<file path="config.mk">
export PLATFORM = sky130hd
export DESIGN_NAME = tk1_spi_master_flat
export DESIGN_NICKNAME = d
export VERILOG_FILES = /design/src/rtl/tk1_spi_master_if.sv /design/src/rtl/tk1_spi_master.sv /design/src/flat_wrapper.sv
export SDC_FILE = /design/constraint.sdc
export NUM_CORES = 1
export LEC_CHECK = 0
export ABC_AREA = 1
export BUFFER_PORTS_ARGS = -buffer_cell sky130_fd_sc_hd__buf_2
export CAP_MARGIN = 20
export CORE_MARGIN = 4
export CORE_UTILIZATION = 30
export DETAILED_ROUTE_END_ITERATION = 10
export PLACE_DENSITY = 0.59
export SLEW_MARGIN = 10
export SYNTH_ARGS = -nofsm -noshare
export SYNTH_HDL_FRONTEND = slang
export SYNTH_SLANG_ARGS = --single-unit
</file>
<file path="constraint.sdc">
create_clock -name clk -period 3.7 [get_ports clk]
set_input_delay 0.555 -clock clk [delete_from_list [all_inputs] [get_ports clk]]
set_output_delay 0.555 -clock clk [all_outputs]
set_load 0.01 [all_outputs]
</file>
<file path="src/rtl/tk1_spi_master_if.sv">
// Register-side strobes and flash pins of the tk1 SPI master, bundled as one port.
// The master modport is the SPI master's own view; slave is the register file plus flash side.
interface tk1_spi_master_if;
  logic       spi_enable;
  logic       spi_enable_vld;
  logic [7:0] spi_tx_data;
  logic       spi_tx_data_vld;
  logic       spi_start;
  logic       spi_ready;
  logic [7:0] spi_rx_data;
  logic       spi_ss;
  logic       spi_sck;
  logic       spi_mosi;
  logic       spi_miso;

  modport master (
    input  spi_enable,
    input  spi_enable_vld,
    input  spi_tx_data,
    input  spi_tx_data_vld,
    input  spi_start,
    input  spi_miso,
    output spi_ready,
    output spi_rx_data,
    output spi_ss,
    output spi_sck,
    output spi_mosi
  );

  modport slave (
    output spi_enable,
    output spi_enable_vld,
    output spi_tx_data,
    output spi_tx_data_vld,
    output spi_start,
    output spi_miso,
    input  spi_ready,
    input  spi_rx_data,
    input  spi_ss,
    input  spi_sck,
    input  spi_mosi
  );
endinterface

</file>
<file path="src/rtl/tk1_spi_master.sv">
// Byte-oriented SPI mode 0 master for the tk1 flash pins; firmware owns chip select
// and issues one byte per start strobe, MSB first.
module tk1_spi_master #(
  parameter int unsigned CLK_DIV = 2
) (
  input  logic             clk,
  input  logic             reset,
  tk1_spi_master_if.master bus
);

  typedef enum logic [1:0] {
    IDLE,
    SCK_LO,
    SCK_HI
  } state_t;

  localparam logic [7:0] DIV_LAST = 8'(CLK_DIV - 1);

  state_t     state, state_d;
  logic       enable_reg;
  logic [7:0] tx_reg;
  logic [7:0] shift_reg, shift_d;
  logic [7:0] rx_shift, rx_shift_d;
  logic [7:0] rx_data, rx_data_d;
  logic [2:0] bit_ctr, bit_d;
  logic [7:0] div_ctr, div_d;
  logic       sck_q, sck_d;
  logic       mosi_q, mosi_d;
  logic       div_done;

  assign div_done = (div_ctr == DIV_LAST);

  always_comb begin
    state_d    = state;
    shift_d    = shift_reg;
    rx_shift_d = rx_shift;
    rx_data_d  = rx_data;
    bit_d      = bit_ctr;
    div_d      = div_ctr;

    unique case (state)
      IDLE: begin
        if (bus.spi_start) begin
          shift_d = tx_reg;
          bit_d   = '0;
          div_d   = '0;
          state_d = SCK_LO;
        end
      end
      SCK_LO: begin
        if (div_done) begin
          div_d      = '0;
          rx_shift_d = {rx_shift[6:0], bus.spi_miso};
          state_d    = SCK_HI;
        end else begin
          div_d = div_ctr + 8'd1;
        end
      end
      SCK_HI: begin
        if (div_done) begin
          div_d = '0;
          if (bit_ctr == 3'd7) begin
            rx_data_d = rx_shift;
            state_d   = IDLE;
          end else begin
            shift_d = {shift_reg[6:0], 1'b0};
            bit_d   = bit_ctr + 3'd1;
            state_d = SCK_LO;
          end
        end else begin
          div_d = div_ctr + 8'd1;
        end
      end
      default: state_d = IDLE;
    endcase

    // Pins are registered from the next state so they switch on the same edge as the FSM.
    sck_d  = (state_d == SCK_HI);
    mosi_d = (state_d == IDLE) ? 1'b0 : shift_d[7];
  end

  always_ff @(posedge clk or posedge reset) begin
    if (reset) begin
      state      <= IDLE;
      enable_reg <= 1'b0;
      tx_reg     <= '0;
      shift_reg  <= '0;
      rx_shift   <= '0;
      rx_data    <= '0;
      bit_ctr    <= '0;
      div_ctr    <= '0;
      sck_q      <= 1'b0;
      mosi_q     <= 1'b0;
    end else begin
      state     <= state_d;
      shift_reg <= shift_d;
      rx_shift  <= rx_shift_d;
      rx_data   <= rx_data_d;
      bit_ctr   <= bit_d;
      div_ctr   <= div_d;
      sck_q     <= sck_d;
      mosi_q    <= mosi_d;
      if (bus.spi_enable_vld) begin
        enable_reg <= bus.spi_enable;
      end
      // A start in the same cycle already latched the old value into shift_d.
      if (bus.spi_tx_data_vld && (state == IDLE)) begin
        tx_reg <= bus.spi_tx_data;
      end
    end
  end

  assign bus.spi_ready   = (state == IDLE);
  assign bus.spi_rx_data = rx_data;
  assign bus.spi_ss      = ~enable_reg;
  assign bus.spi_sck     = sck_q;
  assign bus.spi_mosi    = mosi_q;

endmodule
</file>
<file path="src/flat_wrapper.sv">
// flat-port wrapper written by rule: the top's interface ports become plain ports
module tk1_spi_master_flat 
#(
  parameter int unsigned CLK_DIV = 2
)
  (clk, reset, bus_spi_enable, bus_spi_enable_vld, bus_spi_tx_data, bus_spi_tx_data_vld, bus_spi_start, bus_spi_miso, bus_spi_ready, bus_spi_rx_data, bus_spi_ss, bus_spi_sck, bus_spi_mosi);
  tk1_spi_master_if bus_i ();
  input  logic clk;
  input  logic reset;
  input wire logic [$bits(bus_i.spi_enable)-1:0] bus_spi_enable;
  input wire logic [$bits(bus_i.spi_enable_vld)-1:0] bus_spi_enable_vld;
  input wire logic [$bits(bus_i.spi_tx_data)-1:0] bus_spi_tx_data;
  input wire logic [$bits(bus_i.spi_tx_data_vld)-1:0] bus_spi_tx_data_vld;
  input wire logic [$bits(bus_i.spi_start)-1:0] bus_spi_start;
  input wire logic [$bits(bus_i.spi_miso)-1:0] bus_spi_miso;
  output wire logic [$bits(bus_i.spi_ready)-1:0] bus_spi_ready;
  output wire logic [$bits(bus_i.spi_rx_data)-1:0] bus_spi_rx_data;
  output wire logic [$bits(bus_i.spi_ss)-1:0] bus_spi_ss;
  output wire logic [$bits(bus_i.spi_sck)-1:0] bus_spi_sck;
  output wire logic [$bits(bus_i.spi_mosi)-1:0] bus_spi_mosi;
  assign bus_i.spi_enable = bus_spi_enable;
  assign bus_i.spi_enable_vld = bus_spi_enable_vld;
  assign bus_i.spi_tx_data = bus_spi_tx_data;
  assign bus_i.spi_tx_data_vld = bus_spi_tx_data_vld;
  assign bus_i.spi_start = bus_spi_start;
  assign bus_i.spi_miso = bus_spi_miso;
  assign bus_spi_ready = bus_i.spi_ready;
  assign bus_spi_rx_data = bus_i.spi_rx_data;
  assign bus_spi_ss = bus_i.spi_ss;
  assign bus_spi_sck = bus_i.spi_sck;
  assign bus_spi_mosi = bus_i.spi_mosi;
  tk1_spi_master #(.CLK_DIV(CLK_DIV)) u_core (.clk(clk), .reset(reset), .bus(bus_i));
endmodule
</file>
==> metrics <==
outcome completed; # diodes 0; Die W 94.6 um; setup bufs post-CTS 0; htree depth 2; fmax approximately 500 MHz; Synth Instances 263; clock power share 19.2%; DPL Wire Length around 3200 um; Max clock buf depth 2; antenna viol nets, final 0; Via Count 1673; Leakage about 1.3 nW; Worst EP arrival 2.21 ns; Worst VDD drop 0.000219 V; GPL Wtd Cong 0.817; M1 WL a little under 2000 um; # DRC 0; Worst Path Required 3.93 ns; row count 31; DR WL met2 ~2000 um; Synthesized Nets 286; synth unique cells 25; crit path time final 1.98 ns; Synth area leaders dfrtp_1, nand2_1, inv_1, o21ai_0, nor2_1; Post-Route WL around 4200 um; Synth Register Bits 48; crit path capture type flip-flop; vias in the first global route 1588; Mean Syn Cell Area 8.55 sq um; Vert. Die Dim 94.6 um; # IOs 27; setup_tns 0 ns; Synth area leader dfrtp_1; Hold Buf Count CTS 0; routed wl met3 between 100 and 150 um; Max Slew Vio Count 0; Top Metal Used met4; Least-Margin Pin Slew 0.525 ns; Initial Utilization 31.0%; nets@finish 315; clk root buf clkbuf_8; Pwr Total roughly 0.0016 W; total die area ~8900 sq um; final hold violation count 0; Worst setup SP type flip-flop; Max-cap violations 0; Via density 4.28; post-synthesis sequential area ratio 53.4%; worst min path class primary input to async pin; largest net degree at the start of global routing 49; Place WS 1.73 ns; initial antenna violation count 0; internal power 0.00101 W; PwrDens roughly 640 nW/um^2; Post-Syn Area 2250 sq um; Skew-Pair Late Insertion Delay 0.30 ns; first-pass GRT wire length 7190 um; Routed WL per cell 10.7 um; CTS clock-pin slew for the worst setup and hold paths roughly 0.090 ns; P_sw 0.000635 W; Fillers 759; port bufs 26; CTS buffer count 5; All-Layer GR Usage between 10 and 15%; WS Path Type flip-flop to flip-flop; sw frac 38.5%; Synth warnings 0; CTS tree done; grt total ovfl 0; 1st-iter DRT viols 65; RSZ-0062 raised after global routing no; placeable core area 7250 sq um; Max FO, Critical Path 11; max_slew headroom about 65%; post-synth top area share between 50% and 60%; register share of total power 44.1%; Area Overhead vs Synth 15.1%; setup violators final 0; Logic pwr share 36.7%; Worst Skew 0.00966 ns; final setup slack of the worst path 1.72 ns; layout cell share with drive strength beyond 1 approximately 17%; Pre-Repair DR Iteration Count 4; final worst path period share a little over half; Post-CTS Resized 0; Sink Count 48
==> through the flow <==
stage	hold WS (ns)	cells	area [sq um]	utilization (%)
after global routing	0.225	391	2590	35.7
after CTS	0.443	390	2570	35.4
after global placement	0.465	383	2480	34.1
final	0.210	391	2590	35.7
after floorplan	0.449	263	2250	-
after detailed placement	0.468	383	2480	34.1
==> kinds of logic after synthesis <==
family | after synthesis | synth area share (%)
fa+ha+maj | 8 | 4.45
buf+inv | 52 | 9.01
mux | 3 | 1.45
flops | 48 | 53.4
simple gates | 96 | 18.9
compound gates | 56 | 12.8
==> routing by layer <==
metal,track usage [%],vias up
li1,-,880
met2,17.2,17
met1,12.6,771
met3,2.23,5
met4,4.69,0
met5,0,-
==> cells in the final DEF (no fill, tap or decap), types with 6 or more instances in the layout <==
cell type and instances:
nand3_1 6, dfrtp_1 48, ha_1 8, buf_2 26, o21ai_1 13, a21oi_1 17
nand2_1 48, inv_1 44, nor2_1 29, o21ai_0 23, clkbuf_8 6
==> synth_stat cells, drive strengths merged <==
master	n
a21oi	17
buf	4
clkbuf	1
dfrtp	48
ha	8
inv	47
mux2	2
mux2i	1
nand2	49
nand3	8
nor2	34
nor3	4
nor3b	1
o21ai	37
o22ai	1
o31ai	1
==> power groups by stage <==
stage / clock network (W) / registers [W] / logic (W)
6_report: 0.000317 / 0.000727 / 0.000605
5_1_grt: 0.000350 / 0.000741 / 0.000707
4_1_cts: 0.000329 / 0.000728 / 0.000610
3_5_place_dp: 0 / 0.000738 / 0.000608
3_3_place_gp: 0 / 0.000734 / 0.000595
2_1_floorplan: 0 / 0.000724 / 0.000482
==> layout make-up <==
type                       count  area, sq um  area share (%)
clock buffer                   6         82.6            3.19
multi-input combinational    163          845            32.6
timing repair buffer          27          150            5.80
inverter                      47          176            6.82
clock inverter                 1         8.76           0.338
sequential                    48         1200            46.4
tap                           99          124            4.79
==> critical path: stages, from the launching register on <==
cell	delay, ns
dfrtp_1	0.40
inv_1	0.12
ha_1	0.34
nor2_2	0.10
nor2_4	0.14
inv_2	0.06
nor3_2	0.47
o21ai_0	0.18
o21ai_1	0.11
==> worst paths after layout <==
kind / end / start / cells past startpoint / slack, ns
min reg2reg: u_core.bus.spi_rx_data[3]$_DFFE_PP0P_ / u_core.bus.spi_rx_data[3]$_DFFE_PP0P_ / 2 / 0.49
min in group clk: u_core.enable_reg$_DFFE_PP0P_ / bus_spi_enable_vld / 2 / 0.46
min: u_core.bus.spi_rx_data[3]$_DFFE_PP0P_ / reset / 2 / 0.21
max in group asynchronous: u_core.tx_reg[7]$_DFFE_PP0P_ / reset / 3 / 2.99
max reg2reg: u_core.shift_reg[2]$_DFFE_PP0P_ / u_core.state[1]$_DFF_PP0_ / 8 / 1.72
max: u_core.shift_reg[2]$_DFFE_PP0P_ / u_core.state[1]$_DFF_PP0_ / 8 / 1.72
Power figures use the tool's default switching activity.
